[config.mk]
export PLATFORM = sky130hd
export DESIGN_NAME = prio_enc_arb
export DESIGN_NICKNAME = d
export VERILOG_FILES = /design/src/rtl/prio_enc_arb.sv
export SDC_FILE = /design/constraint.sdc
export NUM_CORES = 1
export LEC_CHECK = 0
export BUFFER_PORTS_ARGS = -buffer_cell sky130_fd_sc_hd__buf_2
export CORE_AREA = 2 2 39 41
export DETAILED_ROUTE_END_ITERATION = 8
export DIE_AREA = 0 0 41 43
export PLACE_DENSITY = 0.68
export SLEW_MARGIN = 10
export SYNTH_ARGS = -nofsm -noshare
export SYNTH_HDL_FRONTEND = slang
export SYNTH_SLANG_ARGS = --single-unit
[constraint.sdc]
create_clock -name clk -period 1.73 [get_ports clk]
set_clock_uncertainty 0.05 [all_clocks]
set_input_delay 0.0865 -clock clk [delete_from_list [all_inputs] [get_ports clk]]
set_output_delay 0.0865 -clock clk [all_outputs]
set_load 0.02 [all_outputs]
[src/rtl/prio_enc_arb.sv]
// prio_enc_arb: N-input priority encoder with registered outputs, a
// grant/acknowledge handshake and an optional round-robin mode.
// A winner is picked only in IDLE. The grant is then held unchanged until
// the consumer acknowledges it, and one IDLE cycle always follows each grant.
module prio_enc_arb #(
    parameter int N     = 4,
    parameter int RR_EN = 1,
    localparam int W    = $clog2(N)
) (
    input  logic         clk,
    input  logic         rst_n,
    input  logic [N-1:0] req,
    input  logic         mode,
    input  logic         ack,
    output logic         valid,
    output logic [W-1:0] code,
    output logic [N-1:0] grant
);

    typedef enum logic {
        IDLE  = 1'b0,
        GRANT = 1'b1
    } state_t;

    localparam logic [W-1:0] PTR_TOP = W'(N - 1);
    localparam logic [N-1:0] ONE_HOT = {{(N-1){1'b0}}, 1'b1};

    state_t         state_q, state_d;
    logic           valid_q, valid_d;
    logic [W-1:0]   code_q,  code_d;
    logic [N-1:0]   grant_q, grant_d;
    logic [W-1:0]   ptr_q,   ptr_d;

    logic [W-1:0]   fixed_win;
    logic [W-1:0]   rr_win;
    logic [W-1:0]   win;
    logic           rr_active;

    assign rr_active = (RR_EN != 0) && mode;
    assign win       = rr_active ? rr_win : fixed_win;

    // Fixed priority: the highest set request index wins.
    always_comb begin
        fixed_win = '0;
        for (int i = 0; i < N; i++) begin
            if (req[i]) begin
                fixed_win = W'(i);
            end
        end
    end

    // Round robin: first set request found searching downward from ptr, wrapping from 0 to N-1.
    always_comb begin
        int  idx;
        logic found;
        rr_win = '0;
        found  = 1'b0;
        idx    = 0;
        for (int k = 0; k < N; k++) begin
            idx = int'(ptr_q) - k;
            if (idx < 0) begin
                idx = idx + N;
            end
            if (!found && req[idx]) begin
                rr_win = W'(idx);
                found  = 1'b1;
            end
        end
    end

    // Next-state and next-output logic; the outputs themselves are registered below.
    always_comb begin
        state_d = state_q;
        valid_d = valid_q;
        code_d  = code_q;
        grant_d = grant_q;
        ptr_d   = ptr_q;
        case (state_q)
            IDLE: begin
                if (|req) begin
                    state_d = GRANT;
                    valid_d = 1'b1;
                    code_d  = win;
                    grant_d = ONE_HOT << win;
                end else begin
                    valid_d = 1'b0;
                    code_d  = '0;
                    grant_d = '0;
                end
            end
            GRANT: begin
                if (ack) begin
                    state_d = IDLE;
                    valid_d = 1'b0;
                    code_d  = '0;
                    grant_d = '0;
                    if (rr_active) begin
                        ptr_d = (code_q == '0) ? PTR_TOP : (code_q - W'(1));
                    end
                end
            end
            default: begin
                state_d = IDLE;
                valid_d = 1'b0;
                code_d  = '0;
                grant_d = '0;
            end
        endcase
    end

    // State, output and pointer registers with synchronous active-low reset.
    always_ff @(posedge clk) begin
        if (!rst_n) begin
            state_q <= IDLE;
            valid_q <= 1'b0;
            code_q  <= '0;
            grant_q <= '0;
            ptr_q   <= PTR_TOP;
        end else begin
            state_q <= state_d;
            valid_q <= valid_d;
            code_q  <= code_d;
            grant_q <= grant_d;
            ptr_q   <= ptr_d;
        end
    end

    assign valid = valid_q;
    assign code  = code_q;
    assign grant = grant_q;

endmodule

==> metrics.csv <==
stage;metric;value;unit
power_and_ir_drop;maximum vdd drop;0.480;mV
die;Cell Rows;14;
global_routing;initial antenna violation count;0;
timing;final worst slack;0.199;ns
detailed_routing;iteration-0 DRC count of the detailed router;10;
global_routing;Congestion Overflow GR;0;
power_and_ir_drop;Pleak;0.280;nW
layout;fin util;46.9;%
logic_synthesis;area leader, netlist;dfxtp_1;
logic_synthesis;Synth Flop Type;dfxtp_1;
power_and_ir_drop;power per cell area;889;nW/um^2
die;# IOs;15;
timing;fin crit share;88.5;%
clocking;CTS Hold Bufs;0;
logic_synthesis;Mapped Cells;61;
logic_synthesis;Cell Area, Synth;542;sq um
hold_path;Hold Crit Class;primary input to register;
detailed_routing;1st-pass router iterations;4;
logic_synthesis;number of library cell types mapped by synthesis;32;
die;initial core utilization;39.2;%
logic_synthesis;number of synthesized flops with an enable pin;0;
logic_synthesis;most common cell in the netlist;dfxtp_1;
die;Die Footprint;1760;sq um
placement;hpwl dp;819;um
clocking;CTS Sinks;10;
timing;RSZ-0062 raised after global routing;false;
timing;Slew Viols, Final;0;
clocking;CTS tree;yes;
worst_setup_path;register-to-register path setup slack;0.20;ns
worst_setup_path;required time of the critical path;1.86;ns
layout;Syn-to-layout area delta;19.9;%
logic_synthesis;Synth top cells by count;dfxtp_1 (10), nand3_1 (5), o21ai_0 (4);
worst_setup_path;CP Launch Point;ptr_q[1]$_SDFFE_PN1P_;
placement;Setup WS pre-CTS;0.132;ns
detailed_routing;drc violations;0;
worst_setup_path;launching point of the worst reg2reg path;ptr_q[1]$_SDFFE_PN1P_;
layout;Final Instance Area;649;sq um
layout;area of the multi-input gates;314;sq um
job;Max-cap violations;0;
logic_synthesis;sequential fraction of the synthesis area;37.0;%
global_routing;vias in the first global route;421;
detailed_routing;final WL;1100;um
clocking;clock slew at reported path FFs;0.07;ns
die;core area;1380;sq um
timing;Peak Freq;653;MHz
clocking;Clock Latency Late Sink;0.26;ns
detailed_routing;DRT antenna net count;0;
die;die width;41;um
placement;IO buf count;14;
clocking;clock tree buffer depth;2;
layout;FF/Latch Area;201;sq um
global_routing;All-Layer GR Usage;14.6;%
clocking;Post-CTS Setup Inserts;0;
worst_setup_path;WS Path Type;register to register;
detailed_routing;post-DR vias/cell;5.33;
die;Die Ht;43;um
layout;fraction of final layout cells sized beyond drive strength 1;32.9;%
logic_synthesis;post-synth top area share;37.0;%
logic_synthesis;Ys Warns;0;
placement;gp weighted congestion;0.797;
status;outcome;finished clean;
global_routing;largest net degree at the start of global routing;12;
timing;slew margin rel.;64.5;%
worst_setup_path;r2r endpoint;grant[0]$_SDFFE_PN0P_;
worst_setup_path;WP data arrival;1.66;ns
worst_setup_path;Worst R2R Path Depth;4;
clocking;H-tree Lvls;1;
timing;endpoints failing hold;0;
detailed_routing;drt wl/cell;11.9;um
logic_synthesis;Synth Net Count;70;
power_and_ir_drop;total power draw;0.577;mW
worst_setup_path;CP max FO;8;
timing;# setup viols final;0;
logic_synthesis;synthesized flop and latch total;10;
logic_synthesis;FFs w/ async S/R, synth;0;%
timing;final setup TNS;0;ns
placement;dpl cell area;612;sq um
hold_path;hold depth;2;
layout;fin cells;92;
timing;Hold Slack;0.0550;ns
layout;Fillers;141;
detailed_routing;Vias;490;
layout;nets;86;
clocking;clk root buf;clkbuf_4;
layout;ANT cells;0;
worst_setup_path;CP Capture Type;register;
clocking;CTS buffer count;3;
logic_synthesis;main area contributors after synthesis;dfxtp_1 (37%), nand3_1 (4.6%), nor3b_1 (4.2%);
global_routing;first-pass GRT wire length;1760;um
worst_setup_path;Worst setup SP type;register;
placement;Placed Cells incl. Taps;88;
timing;min Tclk post-route;1.53;ns
logic_synthesis;Post-Syn Area per Cell;8.88;sq um
timing;Worst Max-Slew Pin Slew;0.528;ns
worst_setup_path;CP endpoint;grant[0]$_SDFFE_PN0P_;
[registers in the layout, summed over array words and instances, names as in the netlist]
register and flops:
valid 1, grant 4, code 2, ptr_q 2
state_q 1
[logic make-up (layout without fill, tap and decap cells)]
| group | Yosys count | count (layout) | share of synthesized area (%) |
|---|---|---|---|
| AO/OA/AOI/OAI | 19 | 19 | 26.8 |
| adder cells (fa/ha/maj) | 1 | 1 | 2.31 |
| buffers and inverters | 5 | 20 | 5.08 |
| flip-flops | 10 | 10 | 37.0 |
| multiplexers | 1 | 1 | 2.77 |
| AND/OR/NAND/NOR | 25 | 25 | 26.1 |
[layout by cell type, fill, tap and decap left out, types with 2 or more instances in the layout]
master,synthesis,final
buf_2,1,14
dfxtp_1,10,9
nand3_1,5,5
o21ai_0,4,4
nor3b_1,3,3
nor2_1,3,3
nor2b_1,3,3
nand2_1,3,3
clkbuf_4,0,3
inv_1,2,2
nor3_1,2,2
nand2b_1,2,2
o31ai_1,2,2
o21a_1,2,2
[metal layers]
metal | track usage [%] | vias to the layer above | share of wire [%]
li1 | - | 258 | -
met1 | 22.5 | 213 | 50
met2 | 18.1 | 15 | 42
met3 | 3.14 | 4 | 5.8
met4 | 8.00 | 0 | 1.6
met5 | 0 | - | 0
[worst min path at each step]
stage	from	to	slack (ns)
detailed placement	rst_n	ptr_q[0]$_SDFFE_PN1P_	0.32
finish	rst_n	ptr_q[0]$_SDFFE_PN1P_	0.05
global route	rst_n	ptr_q[0]$_SDFFE_PN1P_	0.05
floorplan	rst_n	grant[0]$_SDFFE_PN0P_	0.21
global placement	rst_n	ptr_q[0]$_SDFFE_PN1P_	0.32
CTS	rst_n	ptr_q[0]$_SDFFE_PN1P_	0.05
[power breakdown]
part	leakage (nW)	internal [mW]	total, mW	switching (mW)
sequential	0.0819	0.246	0.258	0.0125
clock	0.0210	0.128	0.212	0.0844
combinational	0.177	0.0466	0.107	0.0603
total	0.280	0.420	0.577	0.157
[layout make-up]
| cell class | count | area share (%) |
|---|---|---|
| Inverter | 2 | 1.16 |
| Multi-Input combinational cell | 46 | 48.4 |
| Sequential cell | 10 | 31.0 |
| Timing Repair Buffer | 14 | 10.8 |
| Clock buffer | 4 | 5.59 |
| Tap cell | 16 | 3.08 |
[critical path: stages (launching register included)]
cell	delay, ns
dfxtp_2	0.41
mux2_4	0.32
a221oi_2	0.26
a32oi_1	0.17
o31ai_1	0.24
[what timing repair did]
action	in CTS	in global routing
setup endpoints to repair	0	2
endpoints found under the hold margin	0	0
resized for setup	0	1
(Power assumes the default switching activity.)
